--- src/rtl/if_stage_pkg.sv ---
// Shared types for the fetch path: pre-IF/IF/ID bundles,
// exception record and the pipeline flush vector.
package if_stage_pkg;

  typedef logic [31:0] virt_t;

  localparam logic [4:0] EXC_ADEL = 5'h04;

  typedef struct packed {
    logic       ex;
    logic [4:0] exccode;
    logic       refill;
    logic       bd;
    virt_t      badvaddr;
  } exception_t;

  typedef struct packed {
    logic       valid;
    logic       addr_acked;
    logic       br_op;
    virt_t      pc;
    exception_t exception;
  } pfs_to_fs_bus_t;

  typedef struct packed {
    virt_t       pc;
    logic [31:0] inst;
    logic        br_op;
    exception_t  exception;
  } fs_to_ds_bus_t;

  typedef struct packed {
    logic ex;
    logic eret;
    logic tlb_op;
    logic tlb_refill;
  } pipeline_flush_t;

  // tlb_refill only qualifies a tlb exception; it never flushes alone
  function automatic logic FLUSH_ANY(input pipeline_flush_t f);
    pipeline_flush_t m;
    m = f;
    m.tlb_refill = 1'b0;
    return |m;
  endfunction

endpackage

--- src/rtl/if_inst_buffer.sv ---
// One-entry instruction hold register for IF, with the
// buffered/pass-through select mux.
module if_inst_buffer
  import if_stage_pkg::*;
(
  input  logic        clk,
  input  logic        resetn,
  input  logic        load,
  input  logic        clear,
  input  logic        zero,
  input  logic [31:0] rdata,
  output logic        buf_valid,
  output logic [31:0] inst
);

  logic [31:0] inst_buf;

  always_ff @(posedge clk) begin
    if (!resetn) begin
      buf_valid <= 1'b0;
      inst_buf  <= '0;
    end else if (clear) begin
      buf_valid <= 1'b0;
    end else if (load) begin
      buf_valid <= 1'b1;
      inst_buf  <= rdata;
    end
  end

  assign inst = zero      ? 32'h0 :
                buf_valid ? inst_buf : rdata;

endmodule

--- src/rtl/if_stage.sv ---
// Instruction-fetch stage: waits for inst_sram data, holds it
// while ID stalls, and drops responses owned by flushed fetches.
module if_stage
  import if_stage_pkg::*;
#(
  parameter int DISCARD_W = 2
) (
  input  logic            clk,
  input  logic            resetn,
  input  pfs_to_fs_bus_t  pfs_to_fs_bus,
  output logic            fs_allowin,
  output logic            fs_valid,
  input  logic            ds_allowin,
  output logic            fs_to_ds_valid,
  output fs_to_ds_bus_t   fs_to_ds_bus,
  input  pipeline_flush_t pipeline_flush,
  input  logic            inst_data_ok,
  input  logic [31:0]     inst_rdata
);

  localparam int CW = DISCARD_W + 1;

  virt_t          pc_q;
  logic           br_op_q;
  exception_t     exc_q;
  logic           req_pending;
  logic [DISCARD_W-1:0] discard_cnt;
  logic [CW-1:0]  cnt_sum;

  logic flush, stale, rsp_ok, fs_ready_go;
  logic accept, latch, buf_load, buf_valid;
  logic inc_own, inc_pfs, dec;
  logic [31:0] inst;

  assign flush  = FLUSH_ANY(pipeline_flush);
  assign stale  = |discard_cnt;
  assign rsp_ok = req_pending & inst_data_ok & ~stale;

  assign fs_ready_go    = exc_q.ex | buf_valid | rsp_ok;
  assign fs_allowin     = ~fs_valid | (fs_ready_go & ds_allowin);
  assign fs_to_ds_valid = fs_valid & fs_ready_go & ~flush;

  assign accept   = fs_to_ds_valid & ds_allowin;
  assign latch    = fs_allowin & pfs_to_fs_bus.valid & ~flush;
  assign buf_load = fs_valid & rsp_ok & ~ds_allowin & ~flush;

  // responses still owed by the bus that nobody will claim
  assign inc_own = flush & fs_valid & req_pending
                 & ~(inst_data_ok & ~stale);
  assign inc_pfs = flush & pfs_to_fs_bus.addr_acked;
  assign dec     = inst_data_ok & stale;
  assign cnt_sum = CW'(discard_cnt) + CW'(inc_own)
                 + CW'(inc_pfs) - CW'(dec);

  always_ff @(posedge clk) begin
    if (!resetn) begin
      fs_valid    <= 1'b0;
      req_pending <= 1'b0;
      discard_cnt <= '0;
      pc_q        <= '0;
      br_op_q     <= 1'b0;
      exc_q       <= '0;
    end else begin
      discard_cnt <= cnt_sum[DISCARD_W-1:0];
      if (flush) begin
        fs_valid    <= 1'b0;
        req_pending <= 1'b0;
      end else if (latch) begin
        fs_valid    <= 1'b1;
        req_pending <= pfs_to_fs_bus.addr_acked;
        pc_q        <= pfs_to_fs_bus.pc;
        br_op_q     <= pfs_to_fs_bus.br_op;
        exc_q       <= pfs_to_fs_bus.exception;
      end else if (accept) begin
        fs_valid    <= 1'b0;
        req_pending <= 1'b0;
      end else if (buf_load) begin
        req_pending <= 1'b0;
      end
    end
  end

  if_inst_buffer u_buf (
    .clk       (clk),
    .resetn    (resetn),
    .load      (buf_load),
    .clear     (flush | accept),
    .zero      (exc_q.ex),
    .rdata     (inst_rdata),
    .buf_valid (buf_valid),
    .inst      (inst)
  );

  assign fs_to_ds_bus = '{
    pc:        pc_q,
    inst:      inst,
    br_op:     br_op_q,
    exception: exc_q
  };

  a_no_orphan_rsp: assert property (
    @(posedge clk) disable iff (!resetn)
    !(inst_data_ok && !stale && !req_pending));

  a_discard_ovf: assert property (
    @(posedge clk) disable iff (!resetn)
    !cnt_sum[DISCARD_W]);

endmodule

--- config.mk ---
export PLATFORM = sky130hd
export DESIGN_NAME = if_stage
export DESIGN_NICKNAME = d
export VERILOG_FILES = /design/src/rtl/if_stage_pkg.sv /design/src/rtl/if_inst_buffer.sv /design/src/rtl/if_stage.sv
export SDC_FILE = /design/constraint.sdc
export NUM_CORES = 1
export LEC_CHECK = 0
export ABC_AREA = 1
export BUFFER_PORTS_ARGS = -buffer_cell sky130_fd_sc_hd__buf_2
export CAP_MARGIN = 40
export CORE_UTILIZATION = 33
export DETAILED_ROUTE_END_ITERATION = 10
export GPL_ROUTABILITY_DRIVEN = 0
export GPL_TIMING_DRIVEN = 0
export HOLD_SLACK_MARGIN = 0.03
export MAX_ROUTING_LAYER = met4
export SETUP_SLACK_MARGIN = 0.4
export SLEW_MARGIN = 0
export SYNTH_ARGS = -nofsm -noshare
export SYNTH_HDL_FRONTEND = slang
export SYNTH_HIERARCHICAL = 1
export SYNTH_SLANG_ARGS = --single-unit
--- constraint.sdc ---
create_clock -name clk -period 4.4 [get_ports clk]
set_input_delay 0.44 -clock clk [delete_from_list [all_inputs] [get_ports clk]]
set_output_delay 0.44 -clock clk [all_outputs]
set_load 0.01 [all_outputs]
==> flow_summary.ini <==
[drt]
antenna_left = 0
drt_iter0_markers = 205
vias = 5197
viasPerCell = 4.49
drt_wl_total_mm = 15.0
firstDrtPassIters = 4
wl_per_cell_um = 13.0
drc = 0

[pwr]
ir_drop_mv = 0.219
clkPwrFrac = 0.411
combPwrFrac = 0.122
p_leak_nw = 3.22
internal_power_mw = 1.64
p_sw_frac = 0.257
p_per_area_nw_per_um2 = 304
netSwitchingPower_uw = 570
power_frac_seq = 0.467

[worst_setup_path]
crit_path_start_kind = register
worst-setup-path-type = register to output pin
path_buf_inv = 2
crit_path_end_kind = output pin
r2r_start = fs_valid
crit_chain = nor2_1, nand2_2, nand2_1, nand2_2, buf_2, buf_2
critical_path.slowest_cell = dfxtp_1
worstPathRequired_ns = 3.96
cp_max_fo = 10
reg2reg_depth = 9
arrival_ns = 1.67
worst_path_largest_cell_delay_ns = 0.52
r2r-end = discard_cnt[1]
crit_family = flip-flops
ff2ff_setup_slack_ns = 2.50

[synth]
async_reset_ff_frac = 0
yosysSeqAreaShare = 0.395
synth_area_leader_cell = dfxtp_1
netlist_instances = 701
synth_edf_count = 0
synth_nets = 818
synth-main-ff-cell = dfxtp_1
avgSynthCellArea_sq_um = 7.96
ys_top_cells_by_count = nand2_1 (179), dfxtp_1 (110), nor2_1 (71), a21oi_2 (69), nand3_2 (61)
synth_most_common_cell = nand2_1
syn_area_sq_um = 5580
yosysWarnings = 6
ys_types = 25
synth_area_leaders = dfxtp_1 (39%), nand2_1 (12%), nand3_2 (11%)
ys_ff_latch = 110
synth_top_area_frac = 0.395

[min_path]
hold_end = fs_to_ds_bus[3]
min_from = pfs_to_fs_bus[3]
hold_depth = 3
hold_class = input pin to register

[timing]
rsz0062_at_grt = false
period_needed_ns = 2.11
report.final.slew_viol_count = 0
finClkSkew_ns = 0.0100
min_period_over_period = 0.480
final-setup-viol-count = 0
clock.fmax_mhz = 474
fin_setup_tns_ns = 0
slew_headroom = 0.523
final_hold_viol_count = 0
tightest_slew_ns = 0.716
whs_ns = 0.324

[layout]
multiInputGateArea_sq_um = 2730
fin_nets = 1050
syn_to_final_growth_pct = 30.6
drive_gt1_frac = 0.449
fillers = 1686
fin_area_sq_um = 7290
register_area_sq_um = 2200
n_antenna_cell = 0
stdcell_count = 1158

[die]
core_area_sq_um = 16500
ios = 223
dieHeight_um = 132
die_w_um = 132
start_util = 0.337
std_cell_rows = 47
dieArea_sq_um = 17400

[flow_run]
drv_cap = 0

[global_routing]
grt_pass1_wl_mm = 24.7
overflow = 0
antenna_found_initial = 0
grt_max_degree = 20
grt_pass1_vias = 4979
grt_usage = 0.180

[clock_network]
clock_path_buffers = 2
cts_setup_buffers = 0
cts.sink_count = 110
clock_latency_ns = 0.35
ctsRootBufferMaster = clkbuf_16
cts_resized = 0
cts_buffers = 9
cts_tree = yes
path_clk_slew_ns = 0.08
ctsHoldBuffers = 0
htree_levels = 3

[placed_design]
dp.cells = 1142
postPlaceCellArea_sq_um = 6960
hpwl_mm = 11.3
port_buffers = 221

[run_status]
status = complete, no violations
-- registers in the layout (all words and copies together), names as in the netlist --
register and count:
discard_cnt 2, req_pending 1, pc_q 32, fs_to_ds_bus 40, u_buf/inst_buf 32, br_op_q 1, fs_valid 1, u_buf/buf_valid 1
-- worst register-to-register path, stage by stage, from the launching register on --
cell     delay [ns]
dfxtp_1        0.48
inv_1          0.07
a21oi_1        0.11
nand3_1        0.08
ha_1           0.28
inv_1          0.04
fa_1           0.37
xnor2_1        0.19
o21ai_0        0.10
a21oi_1        0.11
-- how the worst max path moves through the flow --
| stage | from | to | slack (ns) | depth (start not counted) |
|---|---|---|---|---|
| 4_1_cts | fs_to_ds_bus[39] | fs_allowin | 2.24 | 6 |
| 5_1_grt | fs_to_ds_bus[39] | fs_allowin | 2.13 | 6 |
| 3_3_place_gp | pipeline_flush[2] | discard_cnt[1] | 2.45 | 10 |
| 2_1_floorplan | fs_valid | discard_cnt[1] | 2.60 | 9 |
| 3_5_place_dp | pipeline_flush[1] | discard_cnt[1] | 2.44 | 10 |
| 6_report | fs_to_ds_bus[39] | fs_allowin | 2.29 | 6 |
-- metrics by stage --
| step | total power [mW] | utilization | worst slack, ns |
|---|---|---|---|
| 5_1_grt | 2.31 | 0.441 | 2.13 |
| 6_report | 2.21 | 0.441 | 2.29 |
| 4_1_cts | 2.24 | 0.441 | 2.24 |
| 3_5_place_dp | 1.33 | 0.421 | 2.44 |
| 3_3_place_gp | 1.33 | 0.421 | 2.45 |
| 2_1_floorplan | 1.21 | - | 2.60 |
-- cells in the final DEF, fill, tap and decap left out, drive strengths merged --
| cell type | synthesis | layout |
|---|---|---|
| fa | 1 | 1 |
| nand4 | 1 | 1 |
| nor2 | 75 | 75 |
| buf | 45 | 266 |
| xnor2 | 1 | 1 |
| a21oi | 109 | 109 |
| bufinv | 0 | 2 |
| ha | 1 | 1 |
| inv | 50 | 53 |
| nand2 | 183 | 183 |
| dfxtp | 110 | 110 |
| nand3 | 111 | 111 |
| o21ai | 1 | 1 |
| a21boi | 1 | 1 |
| clkbuf | 12 | 21 |
| clkinv | 0 | 2 |
-- routing by layer --
layer  global-route usage  vias up  wire length [um]
met5                    -        -                 0
met4               0.0659        0               269
met3               0.0450       16              1100
met2                0.271      168              6710
met1                0.232     2311              6950
li1                     -     2702                 -
-- power by group through the flow --
stage / sequential [mW] / combinational (mW) / clock, mW
after floorplan: 1.06 / 0.147 / 0
after global placement: 1.06 / 0.270 / 0
after detailed placement: 1.06 / 0.273 / 0
after CTS: 1.03 / 0.273 / 0.937
after global routing: 1.04 / 0.302 / 0.971
final: 1.03 / 0.270 / 0.910
-- cell families after synthesis --
kind of cell               count (synthesis)  share of synthesized area
DFF                                      110                      0.395
adders and majority gates                  2                    0.00583
AOI/OAI and AO/OA                        111                      0.147
and+or+nand+nor                          370                      0.335
buffers and inverters                    107                      0.116
xor gates and xnor gates                   1                    0.00157
-- layout make-up --
| class | instances | area share |
|---|---|---|
| Buffer | 57 | 0.0629 |
| Clock buffer | 9 | 0.0309 |
| Clock inverter | 7 | 0.0141 |
| Inverter | 50 | 0.0258 |
| Multi-Input combinational cell | 484 | 0.375 |
| Sequential cell | 110 | 0.302 |
| Tap cell | 220 | 0.0378 |
| Timing Repair Buffer | 221 | 0.152 |
(Power assumes the default switching activity.)
